File: src/rtl/stream_muxn_rr_if.sv
// Valid/ready bundle between NCH producers, the N:1 mux and its single consumer.
// master = producer/consumer side, slave = mux side.
interface stream_muxn_rr_if #(
    parameter int WIDTH = 8,
    parameter int NCH   = 4
);
    localparam int SELW = $clog2(NCH);

    logic                   mode;
    logic [SELW-1:0]        sel;
    logic [NCH*WIDTH-1:0]   in_data;
    logic [NCH-1:0]         in_valid;
    logic [NCH-1:0]         in_ready;
    logic [WIDTH-1:0]       out_data;
    logic [SELW-1:0]        out_ch;
    logic                   out_valid;
    logic                   out_ready;

    modport master (
        output mode, sel, in_data, in_valid, out_ready,
        input  in_ready, out_data, out_ch, out_valid
    );

    modport slave (
        input  mode, sel, in_data, in_valid, out_ready,
        output in_ready, out_data, out_ch, out_valid
    );
endinterface

File: src/rtl/stream_muxn_rr.sv
// Registered N:1 valid/ready mux, manual select or round-robin; optional STREAM_MUXN_CNT_EN adds xfer_cnt.
// Latency: 1 cycle input transfer -> out_valid; 1 word/cycle sustained while out_ready=1.
// Backpressure: in_ready only when the output register is empty or draining (out_ready -> in_ready comb).
module stream_muxn_rr #(
    parameter int WIDTH = 8,
    parameter int NCH   = 4
) (
    input  logic                clk,
    input  logic                rst_n,
    stream_muxn_rr_if.slave     bus
`ifdef STREAM_MUXN_CNT_EN
    ,
    output logic [15:0]         xfer_cnt
`endif
);
    localparam int SELW = $clog2(NCH);
    localparam int CW   = SELW + 1;
    localparam logic [CW-1:0] NCH_W = CW'(NCH);

    logic [WIDTH-1:0] ch_data [NCH];
    logic [SELW-1:0]  rr_ptr;
    logic [SELW-1:0]  grant;
    logic             grant_vld;
    logic [CW-1:0]    cand;
    logic             load;
    logic             xfer;

    always_comb begin
        for (int i = 0; i < NCH; i++) begin
            ch_data[i] = bus.in_data[i*WIDTH +: WIDTH];
        end
    end

    assign load = !bus.out_valid || bus.out_ready;

    // RR search starts one past the last granted channel, wrapping modulo NCH.
    always_comb begin
        grant     = '0;
        grant_vld = 1'b0;
        cand      = '0;
        if (!bus.mode) begin
            if ({1'b0, bus.sel} < NCH_W && bus.in_valid[bus.sel]) begin
                grant     = bus.sel;
                grant_vld = 1'b1;
            end
        end else begin
            for (int k = 1; k <= NCH; k++) begin
                cand = {1'b0, rr_ptr} + CW'(k);
                if (cand >= NCH_W) begin
                    cand = cand - NCH_W;
                end
                if (!grant_vld && bus.in_valid[cand[SELW-1:0]]) begin
                    grant     = cand[SELW-1:0];
                    grant_vld = 1'b1;
                end
            end
        end
    end

    always_comb begin
        bus.in_ready = '0;
        for (int i = 0; i < NCH; i++) begin
            bus.in_ready[i] = load && grant_vld && (grant == SELW'(i));
        end
    end

    assign xfer = load && grant_vld;

    always_ff @(posedge clk or negedge rst_n) begin
        if (!rst_n) begin
            bus.out_valid <= 1'b0;
            bus.out_data  <= '0;
            bus.out_ch    <= '0;
            rr_ptr        <= SELW'(NCH - 1);
        end else if (xfer) begin
            bus.out_valid <= 1'b1;
            bus.out_data  <= ch_data[grant];
            bus.out_ch    <= grant;
            if (bus.mode) begin
                rr_ptr <= grant;
            end
        end else if (bus.out_ready) begin
            bus.out_valid <= 1'b0;
        end
    end

`ifdef STREAM_MUXN_CNT_EN
    always_ff @(posedge clk or negedge rst_n) begin
        if (!rst_n) begin
            xfer_cnt <= '0;
        end else if (xfer && xfer_cnt != 16'hFFFF) begin
            xfer_cnt <= xfer_cnt + 16'd1;
        end
    end
`endif
endmodule

File: src/flat_wrapper.sv
// flat-port wrapper written by rule: the top's interface ports become plain ports
module stream_muxn_rr_flat 
#(
    parameter int WIDTH = 8,
    parameter int NCH   = 4
)
  (clk, rst_n, bus_mode, bus_sel, bus_in_data, bus_in_valid, bus_out_ready, bus_in_ready, bus_out_data, bus_out_ch, bus_out_valid);
  stream_muxn_rr_if #(.WIDTH(WIDTH), .NCH(NCH)) bus_i ();
  input  logic clk;
  input  logic rst_n;
  input wire logic [$bits(bus_i.mode)-1:0] bus_mode;
  input wire logic [$bits(bus_i.sel)-1:0] bus_sel;
  input wire logic [$bits(bus_i.in_data)-1:0] bus_in_data;
  input wire logic [$bits(bus_i.in_valid)-1:0] bus_in_valid;
  input wire logic [$bits(bus_i.out_ready)-1:0] bus_out_ready;
  output wire logic [$bits(bus_i.in_ready)-1:0] bus_in_ready;
  output wire logic [$bits(bus_i.out_data)-1:0] bus_out_data;
  output wire logic [$bits(bus_i.out_ch)-1:0] bus_out_ch;
  output wire logic [$bits(bus_i.out_valid)-1:0] bus_out_valid;
  assign bus_i.mode = bus_mode;
  assign bus_i.sel = bus_sel;
  assign bus_i.in_data = bus_in_data;
  assign bus_i.in_valid = bus_in_valid;
  assign bus_i.out_ready = bus_out_ready;
  assign bus_in_ready = bus_i.in_ready;
  assign bus_out_data = bus_i.out_data;
  assign bus_out_ch = bus_i.out_ch;
  assign bus_out_valid = bus_i.out_valid;
  stream_muxn_rr #(.WIDTH(WIDTH), .NCH(NCH)) u_core (.clk(clk), .rst_n(rst_n), .bus(bus_i));
endmodule
File: config.mk
export PLATFORM = sky130hd
export DESIGN_NAME = stream_muxn_rr_flat
export DESIGN_NICKNAME = d
export VERILOG_FILES = /design/src/rtl/stream_muxn_rr_if.sv /design/src/rtl/stream_muxn_rr.sv /design/src/flat_wrapper.sv
export SDC_FILE = /design/constraint.sdc
export NUM_CORES = 1
export LEC_CHECK = 0
export ABC_CLOCK_PERIOD_IN_PS = 2200
export BUFFER_PORTS_ARGS = -buffer_cell sky130_fd_sc_hd__buf_4
export CAP_MARGIN = 0
export CORE_MARGIN = 5
export CORE_UTILIZATION = 47
export DETAILED_ROUTE_END_ITERATION = 10
export HOLD_SLACK_MARGIN = 0.06
export PLACE_DENSITY = 0.79
export RECOVER_POWER = 100
export SETUP_SLACK_MARGIN = 0.3
export SYNTH_ARGS = -nofsm -noshare
export SYNTH_HDL_FRONTEND = slang
export SYNTH_SLANG_ARGS = --single-unit
export TNS_END_PERCENT = 30
File: constraint.sdc
create_clock -name clk -period 2.2 [get_ports clk]
set_input_delay 0.11 -clock clk [delete_from_list [all_inputs] [get_ports clk]]
set_output_delay 0.11 -clock clk [all_outputs]
set_load 0.005 [all_outputs]
==> impl_metrics.env <==
export IMPL_cp_required_ns=2.09
export IMPL_fin_crit_ns=2.07
export IMPL_worst_path_max_fanout=6
export IMPL_synth_area_per_cell_sq_um=8.72
export IMPL_wl_um=4210
export IMPL_synth_area_sq_mm=0.00130
export IMPL_worst_setup_path_end_kind="output port"
export IMPL_dr_wl_met2_um=2090
export IMPL_dieArea_sq_mm=0.00391
export IMPL_p_leak_nw=0.756
export IMPL_synth_fp_nets=191
export IMPL_status="finished clean"
export IMPL_clk_latency_ns=0.29
export IMPL_top_layer="met4"
export IMPL_synth_flop_cell="dfrtp_1"
export IMPL_grt_pass1_wl_um=6890
export IMPL_cts_tree="built"
export IMPL_fmax_mhz=482
export IMPL_ys_warn_count=0
export IMPL_cts_num_sinks=13
export IMPL_fillCellCount=217
export IMPL_p_int_mw=0.750
export IMPL_fp_dieH_um=62.6
export IMPL_cts_root_buf="clkbuf_4"
export IMPL_dr_pass1_iters=4
export IMPL_grt_overflow=0
export IMPL_m1WireLength_um=1850
export IMPL_ys_ff_latch=13
export IMPL_p_comb_share_pct=57.8
export IMPL_place_inst=227
export IMPL_max_slew_margin_rel_pct=51.4
export IMPL_antenna_found_initial=0
export IMPL_critPathBufInv=1
export IMPL_worstPathArrival_ns=1.96
export IMPL_ant_nets=0
export IMPL_post_dp_hpwl_um=3160
export IMPL_grt_pass1_vias=1417
export IMPL_path_cells="or2b_1 -> a21oi_2 -> o21ai_0 -> and2_2 -> nor3_1 -> buf_4"
export IMPL_area_growth_pct=46.2
export IMPL_stdcell_area_sq_mm=0.00190
export IMPL_num_vias=1443
export IMPL_p_seq_share_pct=29.7
export IMPL_critPathTopFamily="simple AND/OR/NAND/NOR gates"
export IMPL_via_per_inst=6.11
export IMPL_final_util_pct=70.1
export IMPL_htreeDepth=1
export IMPL_worst_path_max_delay_cell="dfstp_2"
export IMPL_start_kind="flop"
export IMPL_crit_type="reg -> out"
export IMPL_grtUsageTotal_pct=21.5
export IMPL_async_reset_ff_share_pct=100
export IMPL_die_width_um=62.6
export IMPL_wl_met3_um=213
export IMPL_routabilityCongestion=0.811
export IMPL_port_buffer_count=56
export IMPL_grt_max_degree=18
export IMPL_drive_above_1_share_pct=51.7
export IMPL_synth_cells=149
export IMPL_hold_viol=0
export IMPL_core_area_sq_mm=0.00271
export IMPL_ys_seq_area_share_pct=25.2
export IMPL_skew_ns=0.00256
export IMPL_final_cell_count_no_fill=236
export IMPL_drt_initial_drc_count=123
export IMPL_initial_core_util_pct=47.9
export IMPL_worstMarginPinSlew_ns=0.729
export IMPL_wl_per_cell_um=17.8
export IMPL_cts_buffers=3
export IMPL_clk_path_buf_depth=2
export IMPL_p_sw_mw=0.517
export IMPL_peakVddDrop_mv=0.538
export IMPL_slowest_delay_ns=0.57
export IMPL_fin_nets=248
export IMPL_place_area_sq_mm=0.00176
export IMPL_swShare_pct=40.8
export IMPL_rsz0062_at_grt="true"
export IMPL_cap_violations=0
export IMPL_synth_edf_count=0
export IMPL_path_clk_slew_ns=0.09
export IMPL_yosysUniqueCellTypes=44
export IMPL_pwr_share_clk_pct=12.6
export IMPL_whs_ns=0.165
export IMPL_rows=19
export IMPL_slew_viol_final=0
export IMPL_antennaDiodeCount=0
export IMPL_power_density_mw_per_mm2=667
export IMPL_drc_errors=0
export IMPL_fin_crit_sh_pct=94.2
export IMPL_ios=57
export IMPL_setup_viol=0
export IMPL_hp_class="in -> reg"
## cell usage in the layout (no fill, tap or decap), types with 2 or more instances in the layout
cell type and count:
a211oi_1 12, a211oi_2 4, a21oi_1 5, a21oi_2 2, a221oi_1 4, a221oi_2 4, a31oi_1 9, a31oi_2 4
a31oi_4 6, and2b_1 2, buf_12 2, buf_4 52, clkbuf_4 14, dfrtp_1 11, dfstp_2 2, inv_1 2
nand2_1 4, nor2_1 15, nor3_1 2, nor3b_2 2, o21ai_0 18, or2b_1 2
## worst min-delay path, cell delays in order
cell	delay [ns]
buf_4	0.12
a31oi_4	0.11
a221oi_1	0.07
## path summary, 6_finish.rpt
kind,end,cells after the start,slack [ns],startpoint
hold reg to reg,u_core.bus.out_ch[1],2,0.55,u_core.bus.out_ch[1]
setup / recovery,bus_in_ready[3],6,0.13,u_core.rr_ptr[0]
setup reg to reg,u_core.bus.out_data[7],7,0.17,u_core.rr_ptr[1]
min in group asynchronous,u_core.bus.out_data[7],2,0.38,rst_n
hold / removal,u_core.bus.out_data[1],3,0.17,bus_in_data[25]
max in group asynchronous,u_core.bus.out_data[1],2,1.36,rst_n
## logic make-up after synthesis
group | share of synthesized area, %
AOI/OAI and AO/OA | 43.2
and+or+nand+nor | 16.3
buffers and inverters | 10.9
DFF | 25.2
muxes | 4.43
## synth_stat cells (all sizes together), types with 3 or more instances
| master | n | area (sq um) |
|---|---|---|
| buf | 12 | 115 |
| clkbuf | 4 | 15.0 |
| o21ai | 18 | 90.1 |
| a31oi | 19 | 125 |
| nor2 | 16 | 62.6 |
| a211oi | 17 | 133 |
| inv | 3 | 11.3 |
| a21oi | 7 | 50.1 |
| dfrtp | 11 | 275 |
| a221oi | 8 | 108 |
| nand2 | 5 | 18.8 |
## power by group through the flow
stage               clock, mW  combinational, mW  sequential (mW)
finish                  0.159              0.732            0.376
CTS                     0.164              0.744            0.375
global placement            0              0.639            0.378
floorplan                   0              0.470            0.365
global route            0.178              0.795            0.385
detailed placement          0              0.657            0.385
## cell type report
| cell class | instances | area [sq um] | area share, % |
|---|---|---|---|
| clock inverter | 1 | 5.00 | 0.264 |
| timing repair buffer | 68 | 532 | 28.0 |
| multi-input combinational | 117 | 962 | 50.7 |
| inverter | 3 | 11.3 | 0.593 |
| sequential | 13 | 328 | 17.3 |
| clock buffer | 3 | 22.5 | 1.19 |
| tap | 31 | 38.8 | 2.04 |
## stage by stage
step	total power, mW	setup TNS, ns	worst slack [ns]
after detailed placement	1.04	-0.0930	-0.0410
after global placement	1.02	0	0.0226
final	1.27	0	0.127
after floorplan	0.835	0	0.188
after CTS	1.28	0	0.137
after global routing	1.36	0	0.0133
## registers in the layout, summed over array words and instances (netlist names)
| register | flops |
|---|---|
| u_core.rr_ptr | 2 |
| u_core.bus.out_ch | 2 |
| u_core.bus.out_valid | 1 |
| u_core.bus.out_data | 8 |
## metal layers
| layer | track usage (%) | up-vias |
|---|---|---|
| met5 | 0 | - |
| met1 | 29.2 | 693 |
| met4 | 6.37 | 0 |
| met2 | 34.8 | 46 |
| met3 | 3.60 | 6 |
| li1 | - | 698 |
## what timing repair did
| item | 4_1_cts | 5_1_grt |
|---|---|---|
| buffers inserted | 4 | 0 |
| gates cloned | 0 | 0 |
| pin swaps | 4 | 2 |
| gates resized for setup | 16 | 3 |
| hold buffers | 1 | 0 |
| endpoints found under the setup margin | 12 | 13 |
| hold endpoints to repair | 13 | 0 |
Note: power is estimated with default switching activity, not from simulation.
